**src/rtl/piso_pkg.sv**
```systemverilog
// Shared types and constants for the piso_tx serial transmitter.
// PISO_PARITY_EN (when defined) lengthens every frame by one even-parity bit.
package piso_pkg;

   typedef enum logic {
      IDLE  = 1'b0,
      SHIFT = 1'b1
   } piso_state_e;

   localparam int PISO_WIDTH_DEFAULT = 8;

   // Number of dout_vld cycles per accepted word.
   function automatic int frame_len(input int width);
`ifdef PISO_PARITY_EN
      return width + 1;
`else
      return width;
`endif
   endfunction

endpackage

```
**src/rtl/piso_tx.sv**
```systemverilog
// Parallel-in serial-out transmitter, MSB first, one bit per clock, back-to-back capable.
// Build option: PISO_PARITY_EN appends an even-parity bit (^word) after the LSB.
module piso_tx
   import piso_pkg::*;
#(
   parameter int WIDTH = PISO_WIDTH_DEFAULT
) (
   input  logic             clk,
   input  logic             clr_n,
   input  logic [WIDTH-1:0] din,
   input  logic             load,
   output logic             ready,
   output logic             dout,
   output logic             dout_vld,
   output logic             done
);

   localparam int                 FRAME_LEN = frame_len(WIDTH);
   localparam int                 CNT_W     = $clog2(FRAME_LEN);
   localparam logic [CNT_W-1:0]   LAST_CNT  = CNT_W'(FRAME_LEN - 1);

   piso_state_e          state_q, state_d;
   logic [FRAME_LEN-1:0] sreg_q, sreg_d;
   logic [FRAME_LEN-1:0] frame_word;
   logic [CNT_W-1:0]     cnt_q, cnt_d;
   logic                 last_bit;
   logic                 accept;

   // The parity bit rides in the shift register below the LSB, so dout is always the MSB.
`ifdef PISO_PARITY_EN
   assign frame_word = {din, ^din};
`else
   assign frame_word = din;
`endif

   // Handshake: load is valid, ready is ready; a word is taken on a posedge with load && ready.
   // ready depends on registered state only, so no path exists from load/din to any output.
   assign last_bit = (state_q == SHIFT) && (cnt_q == LAST_CNT);
   assign ready    = (state_q == IDLE) || last_bit;
   assign accept   = load && ready;

   assign dout_vld = (state_q == SHIFT);
   assign dout     = (state_q == SHIFT) && sreg_q[FRAME_LEN-1];
   assign done     = last_bit;

   always_comb begin
      state_d = state_q;
      sreg_d  = sreg_q;
      cnt_d   = cnt_q;
      if (accept) begin
         state_d = SHIFT;
         sreg_d  = frame_word;
         cnt_d   = '0;
      end else if (state_q == SHIFT) begin
         if (last_bit) begin
            state_d = IDLE;
            sreg_d  = '0;
            cnt_d   = '0;
         end else begin
            sreg_d  = sreg_q << 1;
            cnt_d   = cnt_q + 1'b1;
         end
      end
   end

   always_ff @(posedge clk or negedge clr_n) begin
      if (!clr_n) begin
         state_q <= IDLE;
         sreg_q  <= '0;
         cnt_q   <= '0;
      end else begin
         state_q <= state_d;
         sreg_q  <= sreg_d;
         cnt_q   <= cnt_d;
      end
   end

endmodule

```
**config.mk**
```make
export PLATFORM = sky130hd
export DESIGN_NAME = piso_tx
export DESIGN_NICKNAME = d
export VERILOG_FILES = /design/src/rtl/piso_pkg.sv /design/src/rtl/piso_tx.sv
export SDC_FILE = /design/constraint.sdc
export NUM_CORES = 1
export LEC_CHECK = 0
export ABC_AREA = 1
export BUFFER_PORTS_ARGS = -buffer_cell sky130_fd_sc_hd__buf_2
export CORE_MARGIN = 5
export CORE_UTILIZATION = 50
export CTS_CLUSTER_SIZE = 24
export DETAILED_ROUTE_END_ITERATION = 10
export PLACE_DENSITY = 0.77
export SETUP_SLACK_MARGIN = 0.02
export SLEW_MARGIN = 30
export SYNTH_ARGS = -nofsm -noshare
export SYNTH_HDL_FRONTEND = slang
export SYNTH_SLANG_ARGS = --single-unit
```
**constraint.sdc**
```tcl
create_clock -name clk -period 1.5 [get_ports clk]
set_input_delay 0.225 -clock clk [delete_from_list [all_inputs] [get_ports clk]]
set_output_delay 0.225 -clock clk [all_outputs]
set_load 0.005 [all_outputs]
```
Yosys cells after proc, flatten, opt, wreduce, memory -nomap -nowiden
Cells that the tools add are included.

word-level totals
  output and inout bits = 4
  register bits after elaboration = 12
  word-level logic and storage cells = 20

cells by class
  equality and inequality tests = 1
  bitwise operators = 1
  $add $sub $neg = 1
  reductions and logical operators = 5
  mux-type cells = 9

operator list
  kind                   number
  $mux W8                3
  $mux W3                3
  $add A3 B1 Y3 const B  1
  $eq A3 B3 Y1 const B   1
  $logic_and A1 B1 Y1    3
  $mux W1                3
  $reduce_bool A2 Y1     1
  $logic_or A1 B1 Y1     1
  $not A1 Y1             1

Longest topological paths before layout
Gate-level depths: netlist (run 1).

  depth after elaboration = 5
  depth in mapped cells = 7
  gate-level depth less buffers = 7

Worst setup path after synthesis (run 1)
Ideal clock, no wire load.

  path kind = register to register
  start point = register cnt_q[0]
  end point = register sreg_q[2]
  buffers on the path = 1
  clock period less this slack = 1365 ps
  required time = 1380 ps
  stages on the path, launching flop included = 8
  path slack = 135 ps
  arrival time = 1245 ps
  cell sequence = dfrtp_1 ha_1 ha_1 inv_2 nand2_1 buf_2 nand3_1 a21oi_2

on the way
  word-level cells in the longest chain between the ends = 5

ends and longest elaborated chain
  what                                           RTL line       source
  start: declaration                             piso_tx.sv:25  logic [CNT_W-1:0] cnt_q, cnt_d;
  start signal: assignment                       piso_tx.sv:74  cnt_q <= cnt_d;
  $eq A3 B3 Y1 *                                 piso_tx.sv:38  assign last_bit = (state_q == SHIFT) && (cnt_q == LAST_CNT);
  $logic_and A1 B1 Y1 *                          piso_tx.sv:38
  $logic_or A1 B1 Y1 *                           piso_tx.sv:39  assign ready = (state_q == IDLE) || last_bit;
  net ready                                      piso_tx.sv:12  output logic ready,
  $logic_and A1 B1 Y1 *                          piso_tx.sv:40  assign accept = load && ready;
  $mux W8 or $reduce_bool A2 Y1 (tied branches)  n/a
  end signal: assignment                         piso_tx.sv:73  sreg_q <= sreg_d;
  end: declaration                               piso_tx.sv:23  logic [FRAME_LEN-1:0] sreg_q, sreg_d;

The timed path passes the listed nets; every way through them passes the cells marked *. The select of a mux whose other input is x is not followed.
A chain may end at the register's enable or synchronous reset.

Final worst setup path (run 1)
  start point = register cnt_q[0]
  end point = output ready

on the way
  word-level cells in the longest chain between the ends = 3

ends and longest elaborated chain
  what                 RTL line
  $eq A3 B3 Y1         piso_tx.sv:38
  $logic_and A1 B1 Y1  piso_tx.sv:38
  $logic_or A1 B1 Y1   piso_tx.sv:39
  end: declaration     piso_tx.sv:12

No other way between the ends.

==> insert_results.sql, run 1 <==
INSERT INTO impl_metrics (metric_group, metric, value, unit) VALUES
('sta', 'slew_viol_final', '0', ''),
('setup_path', 'criticalPathCategory', 'reg -> out', ''),
('placement', 'buffer_ports.inserted', '14', ''),
('placement', 'placer_congestion', '0.819', ''),
('synth', 'avg_inst_size_synth', '8.11', 'µm²'),
('pwr', 'netSwitchingPower', '0.572', 'mW'),
('sta', 'grt_setup_unrepaired', 'true', ''),
('setup_path', 'r2r.worst_path.cells', '9', ''),
('global_route', 'antenna_found_initial', '0', ''),
('global_route', 'grt-ovfl-total', '0', ''),
('die', 'placementRows', '13', ''),
('route', 'routed_wirelength', '1.39', 'mm'),
('sta', 'period_needed', '1.47', 'ns'),
('pwr', 'internal-power', '0.987', 'mW'),
('route', 'drt-initial-drc-count', '10', ''),
('synth', 'yosys_register_bits', '12', ''),
('clock_network', 'cts_buffer_depth', '2', ''),
('route', 'detail_route.wl_per_cell', '11.7', 'µm'),
('global_route', 'grt_max_degree', '15', ''),
('synth', 'syn_area', '657', 'µm²'),
('pwr', 'pwr-share-comb', '48.3', '%'),
('pwr', 'power.switching_fraction', '36.7', '%'),
('synth', 'mapped_nets', '94', ''),
('synth', 'synth_top_cells_by_count', '16 x sky130_fd_sc_hd__nand3_1, 15 x sky130_fd_sc_hd__nand2_1, 12 x sky130_fd_sc_hd__dfrtp_1', ''),
('synth', 'synth-edff-count', '0', ''),
('min_path', 'hp-start', 'din[0]', ''),
('min_path', 'worst_hold_path_type', 'in -> reg', ''),
('sta', 'timing.final.crit_share', '98.3', '%'),
('pwr', 'leakage_power', '0.459', 'nW'),
('outcome', 'run_status', 'finished, final reports clean', ''),
('layout', 'num-nets-final', '118', ''),
('synth', 'synthArstFlopShare', '100', '%'),
('setup_path', 'startpoint_type', 'flip-flop', ''),
('synth', 'ys_seq_area_share', '45.7', '%'),
('layout', 'share_of_layout_cells_above_drive_strength_1', '41.3', '%'),
('route', 'postRouteAntennaNets', '0', ''),
('route', 'dr_total_vias', '598', ''),
('clock_network', 'clock_transition_at_the_register_clock_pins_on_the_worst_setup_and_hold_paths_after_cts', '0.07', 'ns'),
('die', 'initial_utilization', '51.8', '%'),
('min_path', 'worstHoldPathCells', '3', ''),
('setup_path', 'critical_path_arrival', '1.25', 'ns'),
('layout', 'final_cells', '119', ''),
('job', 'drv_cap', '0', ''),
('layout', 'flow.area_growth_from_synthesis', '29.9', '%'),
('layout', 'antenna_cells_inserted', '0', ''),
('sta', 'fmax', '679', 'MHz'),
('placement', 'numPlacedInstances', '110', ''),
('global_route', 'grt_first_pass_wirelength', '2.21', 'mm'),
('global_route', 'via_count_of_the_first_global_routing_pass', '539', ''),
('sta', 'relSlewSlack', '82.3', '%'),
('pwr', 'sequentialPowerShare', '34.9', '%'),
('sta', 'worstMarginPinSlew', '0.265', 'ns'),
('pwr', 'power_density', '1830', 'nW/µm²'),
('clock_network', 'htreeDepth', '1', ''),
('synth', 'yosys_warnings', '0', ''),
('die', 'die_width', '46.2', 'µm'),
('route', 'via_per_inst', '5.03', ''),
('setup_path', 'setup.worst_path.end_class', 'primary output', ''),
('setup_path', 'reg2reg_from', 'cnt_q[0]$_DFFE_PN0P_', ''),
('clock_network', 'cts_tree', 'yes', ''),
('route', 'post-route-drc-count', '0', ''),
('synth', 'synth_most_common_cell', 'sky130_fd_sc_hd__nand3_1', ''),
('synth', 'synth_largest_type_area_fraction', '45.7', '%'),
('setup_path', 'cp_max_fo', '2', ''),
('clock_network', 'numClockSinks', '12', ''),
('sta', 'hold-worst-slack', '0.176', 'ns'),
('pwr', 'share_clk_of_total_power', '16.8', '%'),
('synth', 'synth_largest_area_cell', 'sky130_fd_sc_hd__dfrtp_1', ''),
('route', 'drt_pre_antenna_iters', '4', ''),
('clock_network', 'cts_buffer_count', '3', ''),
('clock_network', 'worst_skew_pair.late_latency', '0.28', 'ns');
==> through the flow <==
stage / total power [mW] / worst slack [ns]
after floorplan: 0.960 / 0.135
after global placement: 1.12 / 0.120
after detailed placement: 1.14 / 0.0434
after CTS: 1.52 / 0.0200
after global routing: 1.68 / -0.0217
final: 1.56 / 0.0262
==> power by group through the flow <==
stage               sequential [mW]  combinational [mW]  clock (mW)
finish                        0.544               0.752       0.262
global route                  0.561               0.838       0.279
CTS                           0.541               0.721       0.263
detailed placement            0.541               0.601           0
global placement              0.538               0.579           0
floorplan                     0.519               0.441           0
==> flip-flops by register name (all words and copies together), names as in the netlist <==
signal    count
sreg_q        8
cnt_q         3
dout_vld      1
==> cell type report <==
cell class              instances  area [µm²]
repair buffers                 23         146
flip-flops and latches         12         302
fillers                       111         415
inverters                      12        47.5
clock buffers                   4        36.3
well taps                      15        18.8
multi-input cells              53         303
==> layer usage <==
metal	GRT usage (%)	part of all wire, %	up-vias
met1	16.9	43	271
met3	2.34	5.5	5
li1	-	-	306
met2	25.8	49	16
met5	0	0	-
met4	10.2	2.8	0
==> worst max-delay path by stage <==
stage	start	endpoint	slack, ns	cells after the start
after floorplan	cnt_q[0]$_DFFE_PN0P_	sreg_q[2]$_DFFE_PN0P_	0.14	7
after global placement	cnt_q[0]$_DFFE_PN0P_	sreg_q[4]$_DFFE_PN0P_	0.12	7
after detailed placement	cnt_q[0]$_DFFE_PN0P_	sreg_q[4]$_DFFE_PN0P_	0.04	7
after CTS	cnt_q[1]$_DFFE_PN0P_	ready	0.02	5
after global routing	cnt_q[0]$_DFFE_PN0P_	ready	-0.02	5
final	cnt_q[0]$_DFFE_PN0P_	ready	0.03	5
==> layout by cell type, fill, tap and decap left out <==
master / instances
sky130_fd_sc_hd__ha_2: 1
sky130_fd_sc_hd__o21ai_1: 1
sky130_fd_sc_hd__nand2_1: 14
sky130_fd_sc_hd__inv_2: 4
sky130_fd_sc_hd__nand3_1: 16
sky130_fd_sc_hd__buf_4: 8
sky130_fd_sc_hd__dlygate4sd3_1: 1
sky130_fd_sc_hd__nor2_4: 1
sky130_fd_sc_hd__ha_4: 1
sky130_fd_sc_hd__o211ai_1: 1
sky130_fd_sc_hd__nand2_2: 3
sky130_fd_sc_hd__buf_6: 1
sky130_fd_sc_hd__dfrtp_2: 1
sky130_fd_sc_hd__buf_2: 13
sky130_fd_sc_hd__nand2_4: 1
sky130_fd_sc_hd__a21oi_2: 4
sky130_fd_sc_hd__nor2_1: 7
sky130_fd_sc_hd__clkbuf_4: 3
sky130_fd_sc_hd__inv_4: 1
sky130_fd_sc_hd__inv_1: 7
sky130_fd_sc_hd__a21oi_1: 3
sky130_fd_sc_hd__dfrtp_1: 11
sky130_fd_sc_hd__clkbuf_8: 1
==> what timing repair did <==
action                                  CTS  global route
setup buffers                             3             1
hold endpoints to repair                 12             0
endpoints found under the setup margin    2             5
resized for setup                         7             2
pin swaps                                 2             2
hold buffers                              1             0
==> kinds of logic after synthesis <==
family	share of synthesized area [%]
and+or+nand+nor	29.3
buffers and inverters	12.2
DFF	45.7
AOI/OAI and AO/OA	8.95
adders and majority gates	3.81
==> worst max-delay path, stage by stage (launching register included) <==
cell and delay (ns):
sky130_fd_sc_hd__dfrtp_1 0.39, sky130_fd_sc_hd__ha_2 0.20, sky130_fd_sc_hd__ha_4 0.17, sky130_fd_sc_hd__inv_4 0.06, sky130_fd_sc_hd__nand2_4 0.05, sky130_fd_sc_hd__buf_6 0.12
Note: power is estimated with default switching activity, not from simulation.
==> run 2, diff against run 1 <==
- SETUP_SLACK_MARGIN: 0.02 -> 0.15
==> insert_results.sql, run 2 (same netlist as run 1, synthesis figures left out) <==
INSERT INTO impl_metrics (metric_group, metric, value, unit) VALUES
('clock_network', 'clock_transition_at_the_register_clock_pins_on_the_worst_setup_and_hold_paths_after_cts', '0.08', 'ns'),
('setup_path', 'crit_path_cell_trace', 'ha_2 -> ha_4 -> inv_4 -> nand2_4 -> buf_6', ''),
('layout', 'share_of_layout_cells_above_drive_strength_1', '56.5', '%'),
('placement', 'numPlacedInstances', '109', ''),
('sta', 'fin_setup_tns', '-0.0537', 'ns'),
('setup_path', 'r2r.worst_path.cells', '9', ''),
('die', 'core_area', '1270', 'µm²'),
('outcome', 'violated_checks', 'negative setup slack', ''),
('setup_path', 'startpoint_type', 'flip-flop', ''),
('layout', 'flow.area_growth_from_synthesis', '50.5', '%'),
('route', 'drt-initial-drc-count', '32', ''),
('clock_network', 'cts_buffer_count', '3', ''),
('setup_path', 'reg2reg_from', 'cnt_q[1]$_DFFE_PN0P_', ''),
('global_route', 'grt_max_degree', '15', ''),
('placement', 'buffer_ports.inserted', '14', ''),
('pwr', 'internal-power', '1.11', 'mW'),
('route', 'routed_wirelength', '1.89', 'mm'),
('sta', 'finalSetupViolCount', '3', ''),
('layout', 'antenna_cells_inserted', '0', ''),
('layout', 'utilization', '77.9', '%'),
('layout', 'finish.instance_area', '988', 'µm²'),
('route', 'post-route-drc-count', '0', ''),
('layout', 'num-nets-final', '122', ''),
('layout', 'registers.top_by_ff_count', 'sreg_q', ''),
('die', 'die_width', '46.2', 'µm'),
('setup_path', 'cp_max_fo', '3', ''),
('clock_network', 'worst_skew_pair.late_latency', '0.29', 'ns'),
('layout', 'most_common_cell_after_layout_fill_and_taps_aside', 'sky130_fd_sc_hd__buf_2', ''),
('setup_path', 'cell_with_the_largest_stage_delay_on_the_worst_path', 'sky130_fd_sc_hd__dfrtp_1', ''),
('setup_path', 'critical_path_arrival', '1.31', 'ns'),
('sta', 'fmax', '651', 'MHz'),
('sta', 'period_needed', '1.54', 'ns'),
('layout', 'final_cells', '123', ''),
('pwr', 'netSwitchingPower', '0.725', 'mW'),
('sta', 'grt_setup_unrepaired', 'true', ''),
('layout', 'largest_reg_flops', '8', ''),
('setup_path', 'worst-r2r-setup-slack', '0', 'ns'),
('sta', 'worstMarginPinSlew', '0.358', 'ns'),
('sta', 'relSlewSlack', '76.2', '%'),
('die', 'initial_utilization', '51.8', '%'),
('layout', 'highest_count_cells_in_the_layout_ignoring_fill_and_taps', '14 x sky130_fd_sc_hd__buf_2, 13 x sky130_fd_sc_hd__nand2_1, 11 x sky130_fd_sc_hd__dfrtp_1', ''),
('pwr', 'leakage_power', '0.490', 'nW'),
('clock_network', 'root_buffer', 'sky130_fd_sc_hd__clkbuf_4', ''),
('pwr', 'power.switching_fraction', '39.5', '%'),
('sta', 'setup_ws', '-0.0350', 'ns'),
('die', 'design.portCount', '15', ''),
('sta', 'slew_viol_final', '0', ''),
('placement', 'placer_congestion', '0.810', ''),
('global_route', 'grt-ovfl-total', '0', ''),
('route', 'via_per_inst', '5.36', ''),
('sta', 'timing.final.crit_share', '102', '%'),
('job', 'drv_cap', '0', ''),
('die', 'dieArea', '2140', 'µm²'),
('placement', 'place_area', '733', 'µm²'),
('global_route', 'via_count_of_the_first_global_routing_pass', '641', ''),
('route', 'drt_pre_antenna_iters', '4', ''),
('clock_network', 'htreeDepth', '1', ''),
('placement', 'post-dp-hpwl', '1.04', 'mm'),
('setup_path', 'rr_endpoint', 'sreg_q[3]$_DFFE_PN0P_', ''),
('setup_path', 'setup.worst_path.end_class', 'primary output', ''),
('setup_path', 'critical_path_required', '1.27', 'ns'),
('min_path', 'worst_hold_path_type', 'in -> reg', ''),
('setup_path', 'criticalPathCategory', 'reg -> out', ''),
('route', 'dr_total_vias', '659', ''),
('sta', 'finalClockSkew', '0.00420', 'ns'),
('die', 'placementRows', '13', ''),
('outcome', 'run_status', 'complete, but fails checks', ''),
('min_path', 'worstHoldPathCells', '3', ''),
('setup_path', 'cp_slowest_stage_delay', '0.41', 'ns'),
('sta', 'hold_violation_count_in_the_final_report', '0', ''),
('die', 'die_h', '46.2', 'µm'),
('pwr', 'sequentialPowerShare', '29.8', '%'),
('pwr', 'peakVddDrop', '1090', 'µV'),
('clock_network', 'cts_buffer_depth', '2', ''),
('min_path', 'hp-start', 'din[0]', ''),
('clock_network', 'numClockSinks', '12', ''),
('clock_network', 'cts_tree', 'yes', ''),
('pwr', 'share_clk_of_total_power', '14.7', '%'),
('global_route', 'antenna_found_initial', '0', ''),
('route', 'detail_route.wl_per_cell', '15.3', 'µm'),
('min_path', 'worstHoldEndpoint', 'sreg_q[0]$_DFFE_PN0P_', ''),
('global_route', 'track_usage', '19.6', '%'),
('global_route', 'grt_first_pass_wirelength', '2.84', 'mm'),
('route', 'postRouteAntennaNets', '0', ''),
('pwr', 'pwr-share-comb', '55.4', '%'),
('pwr', 'power_density', '1860', 'nW/µm²');
## run 2: cell types whose count changed in the layout (fill, tap and decap cells not counted), sizes merged
cell,before,now
buf,22,26
## run 2: power by group through the flow
stage	registers [mW]	clock network [mW]	logic (mW)
3_5_place_dp	0.545	0	0.600
4_1_cts	0.541	0.268	0.783
6_report	0.547	0.270	1.02
3_3_place_gp	0.537	0	0.571
2_1_floorplan	0.519	0	0.460
5_1_grt	0.564	0.301	1.10
## run 2: cell type report
| cell class | instances | area (µm²) |
|---|---|---|
| Timing Repair Buffer | 27 | 196 |
| Inverter | 12 | 47.5 |
| Sequential cell | 12 | 302 |
| Tap cell | 15 | 18.8 |
| Multi-Input combinational cell | 53 | 388 |
| Clock buffer | 4 | 36.3 |
| Fill cell | 83 | 280 |
## run 2: critical path: cells and delay by family (launching register included)
kind	cells	cell delay [ns]
buf+inv	2	0.18
fa+ha+maj	2	0.39
simple gates	1	0.05
flops	1	0.41
## run 2: worst max path at each step
stage	from	end	depth (start not counted)
after CTS	cnt_q[1]$_DFFE_PN0P_	ready	5
after detailed placement	cnt_q[0]$_DFFE_PN0P_	sreg_q[6]$_DFFE_PN0P_	7
after floorplan	cnt_q[0]$_DFFE_PN0P_	sreg_q[2]$_DFFE_PN0P_	7
after global placement	cnt_q[0]$_DFFE_PN0P_	sreg_q[6]$_DFFE_PN0P_	7
after global routing	cnt_q[0]$_DFFE_PN0P_	ready	5
final	cnt_q[1]$_DFFE_PN0P_	ready	5
## run 2: timing repair
item,in CTS,in global routing
endpoints found under the setup margin,12,12
gates cloned,0,1
hold endpoints to repair,12,0
setup buffers,5,3
hold buffers,1,0
pin swaps,2,8
gates resized for setup,15,17
## run 2: metrics by stage
step | power [mW] | setup slack [ns] | hold slack, ns
floorplan | 0.979 | 0.160 | -0.0706
global placement | 1.11 | 0.0931 | 0.115
detailed placement | 1.15 | 0.0451 | 0.118
CTS | 1.59 | -0.000275 | 0.173
global route | 1.97 | -0.0885 | 0.160
finish | 1.83 | -0.0350 | 0.175
## run 2: routing by layer
layer	GRT usage, %	wire length [µm]	part of all wire, %	up-vias
met5	0	0	0	-
met4	11.9	86	4.6	0
met3	3.91	137	7.3	9
met2	33.8	931	49	30
met1	21.6	733	39	309
li1	-	-	-	311
==> run 3, diff against run 2 <==
- CORE_AREA: default -> 5 5 42 44
- CORE_MARGIN: 5 -> default
- CORE_UTILIZATION: 50 -> default
- CTS_BUF_LIST: default -> sky130_fd_sc_hd__clkbuf_8
- DIE_AREA: default -> 0 0 47 49
- PLACE_DENSITY: 0.77 -> 0.76
==> insert_results.sql, run 3 (same netlist as run 1, synthesis figures left out) <==
INSERT INTO impl_metrics (metric_group, metric, value, unit) VALUES
('outcome', 'run_status', 'finished, final reports clean', ''),
('global_route', 'grt_first_pass_wirelength', '2.71', 'mm'),
('setup_path', 'criticalPathCategory', 'reg -> out', ''),
('clock_network', 'htreeDepth', '1', ''),
('clock_network', 'cts_tree', 'yes', ''),
('layout', 'utilization', '69.0', '%'),
('clock_network', 'root_buffer', 'sky130_fd_sc_hd__clkbuf_8', ''),
('layout', 'registers.top_by_ff_count', 'sreg_q', ''),
('sta', 'worstMarginPinSlew', '0.286', 'ns'),
('pwr', 'peakVddDrop', '1090', 'µV'),
('sta', 'relSlewSlack', '80.9', '%'),
('sta', 'finalClockSkew', '0.00393', 'ns'),
('global_route', 'via_count_of_the_first_global_routing_pass', '600', ''),
('sta', 'slew_viol_final', '0', ''),
('sta', 'hold_violation_count_in_the_final_report', '0', ''),
('die', 'die_h', '49', 'µm'),
('sta', 'finalSetupViolCount', '0', ''),
('sta', 'fmax', '676', 'MHz'),
('pwr', 'power_density', '1930', 'nW/µm²'),
('min_path', 'hp-start', 'din[0]', ''),
('layout', 'flow.area_growth_from_synthesis', '47.2', '%'),
('route', 'post-route-drc-count', '0', ''),
('min_path', 'worstHoldEndpoint', 'sreg_q[0]$_DFFE_PN0P_', ''),
('layout', 'num-nets-final', '120', ''),
('global_route', 'antenna_found_initial', '0', ''),
('route', 'postRouteAntennaNets', '0', ''),
('setup_path', 'cp_max_fo', '3', ''),
('global_route', 'track_usage', '16.0', '%'),
('setup_path', 'rr_endpoint', 'sreg_q[6]$_DFFE_PN0P_', ''),
('die', 'core_area', '1400', 'µm²'),
('placement', 'placer_congestion', '0.742', ''),
('setup_path', 'reg2reg_from', 'cnt_q[0]$_DFFE_PN0P_', ''),
('placement', 'post-dp-hpwl', '1.01', 'mm'),
('route', 'detail_route.wl_per_cell', '14.8', 'µm'),
('layout', 'final_cells', '122', ''),
('die', 'design.portCount', '15', ''),
('layout', 'finish.instance_area', '967', 'µm²'),
('global_route', 'grt_max_degree', '15', ''),
('placement', 'place_area', '734', 'µm²'),
('route', 'drt-initial-drc-count', '20', ''),
('clock_network', 'cts_buffer_count', '3', ''),
('clock_network', 'cts_buffer_depth', '2', ''),
('die', 'dieArea', '2300', 'µm²'),
('setup_path', 'r2r.worst_path.cells', '9', ''),
('clock_network', 'numClockSinks', '12', ''),
('job', 'drv_cap', '0', ''),
('sta', 'grt_setup_unrepaired', 'true', ''),
('sta', 'timing.final.crit_share', '98.6', '%'),
('setup_path', 'startpoint_type', 'flip-flop', ''),
('sta', 'period_needed', '1.48', 'ns'),
('clock_network', 'worst_skew_pair.late_latency', '0.24', 'ns'),
('layout', 'share_of_layout_cells_above_drive_strength_1', '56.6', '%'),
('placement', 'buffer_ports.inserted', '14', ''),
('setup_path', 'worst-r2r-setup-slack', '0.04', 'ns'),
('min_path', 'worst_hold_path_type', 'in -> reg', ''),
('route', 'via_per_inst', '5.28', ''),
('route', 'routed_wirelength', '1.80', 'mm'),
('setup_path', 'critical_path_arrival', '1.25', 'ns'),
('layout', 'antenna_cells_inserted', '0', ''),
('sta', 'hold-worst-slack', '0.213', 'ns'),
('min_path', 'worstHoldPathCells', '3', ''),
('pwr', 'power.total', '1.87', 'mW'),
('clock_network', 'clock_transition_at_the_register_clock_pins_on_the_worst_setup_and_hold_paths_after_cts', '0.05', 'ns'),
('die', 'placementRows', '14', ''),
('setup_path', 'critical_path_required', '1.27', 'ns'),
('die', 'initial_utilization', '46.9', '%'),
('placement', 'numPlacedInstances', '110', ''),
('layout', 'highest_count_cells_in_the_layout_ignoring_fill_and_taps', '13 x sky130_fd_sc_hd__nand2_1, 13 x sky130_fd_sc_hd__buf_2, 11 x sky130_fd_sc_hd__dfrtp_1', ''),
('layout', 'largest_reg_flops', '8', ''),
('route', 'dr_total_vias', '644', ''),
('route', 'drt_pre_antenna_iters', '4', ''),
('setup_path', 'setup.worst_path.end_class', 'primary output', ''),
('pwr', 'leakage_power', '0.490', 'nW'),
('global_route', 'grt-ovfl-total', '0', ''),
('die', 'die_width', '47', 'µm');
run 3: cell types whose count changed in the layout (fill, tap and decap cells not counted), sizes merged:
| cell | before | now |
|---|---|---|
| buf | 26 | 24 |
run 3: stage by stage:
step	setup TNS, ns	setup WS [ns]
2_1_floorplan	0	0.160
3_3_place_gp	0	0.122
3_5_place_dp	0	0.0648
4_1_cts	0	0.0477
5_1_grt	-0.129	-0.0367
6_report	0	0.0210
run 3: report_power, final:
group          total (mW)  internal (mW)  switching (mW)  leakage, nW
Sequential          0.559          0.455           0.104        0.151
Combinational       0.946          0.475           0.471        0.311
Clock               0.362          0.232           0.129       0.0288
Total                1.87           1.16           0.704        0.490
run 3: worst max path at each step:
stage                               from                    end  slack (ns)  depth (start not counted)
floorplan           cnt_q[0]$_DFFE_PN0P_  sreg_q[2]$_DFFE_PN0P_        0.16                          7
global placement    cnt_q[0]$_DFFE_PN0P_  sreg_q[2]$_DFFE_PN0P_        0.12                          7
detailed placement  cnt_q[0]$_DFFE_PN0P_  sreg_q[2]$_DFFE_PN0P_        0.06                          7
CTS                 cnt_q[0]$_DFFE_PN0P_                  ready        0.05                          5
global route        cnt_q[0]$_DFFE_PN0P_  sreg_q[1]$_DFFE_PN0P_       -0.04                          9
finish              cnt_q[0]$_DFFE_PN0P_                  ready        0.02                          5
run 3: worst max-delay path, cell delays in order, from the launching register on:
cell and delay, ns:
sky130_fd_sc_hd__dfrtp_1 0.41, sky130_fd_sc_hd__ha_2 0.22, sky130_fd_sc_hd__ha_4 0.17, sky130_fd_sc_hd__inv_4 0.06, sky130_fd_sc_hd__nand2_2 0.05, sky130_fd_sc_hd__buf_6 0.11
run 3: layer usage:
layer	vias up	GRT usage (%)	wire, µm	part of all wire, %
met4	0	6.45	24	1.3
met5	-	0	0	0
met1	314	22.5	745	41
met3	5	3.69	86	4.8
li1	306	-	-	-
met2	19	23.1	947	52
run 3: cell type report:
class / instances / area (µm²)
fillers: 109 / 434
clock buffers: 4 / 55.1
inverters: 12 / 47.5
well taps: 16 / 20.0
flip-flops and latches: 12 / 302
repair buffers: 25 / 180
multi-input cells: 53 / 363
run 3: what timing repair did:
| item | 4_1_cts | 5_1_grt |
|---|---|---|
| endpoints found under the setup margin | 11 | 12 |
| setup buffers | 4 | 3 |
| hold buffers | 1 | 0 |
| pin swaps | 2 | 6 |
| endpoints found under the hold margin | 12 | 0 |
| gates resized for setup | 13 | 16 |
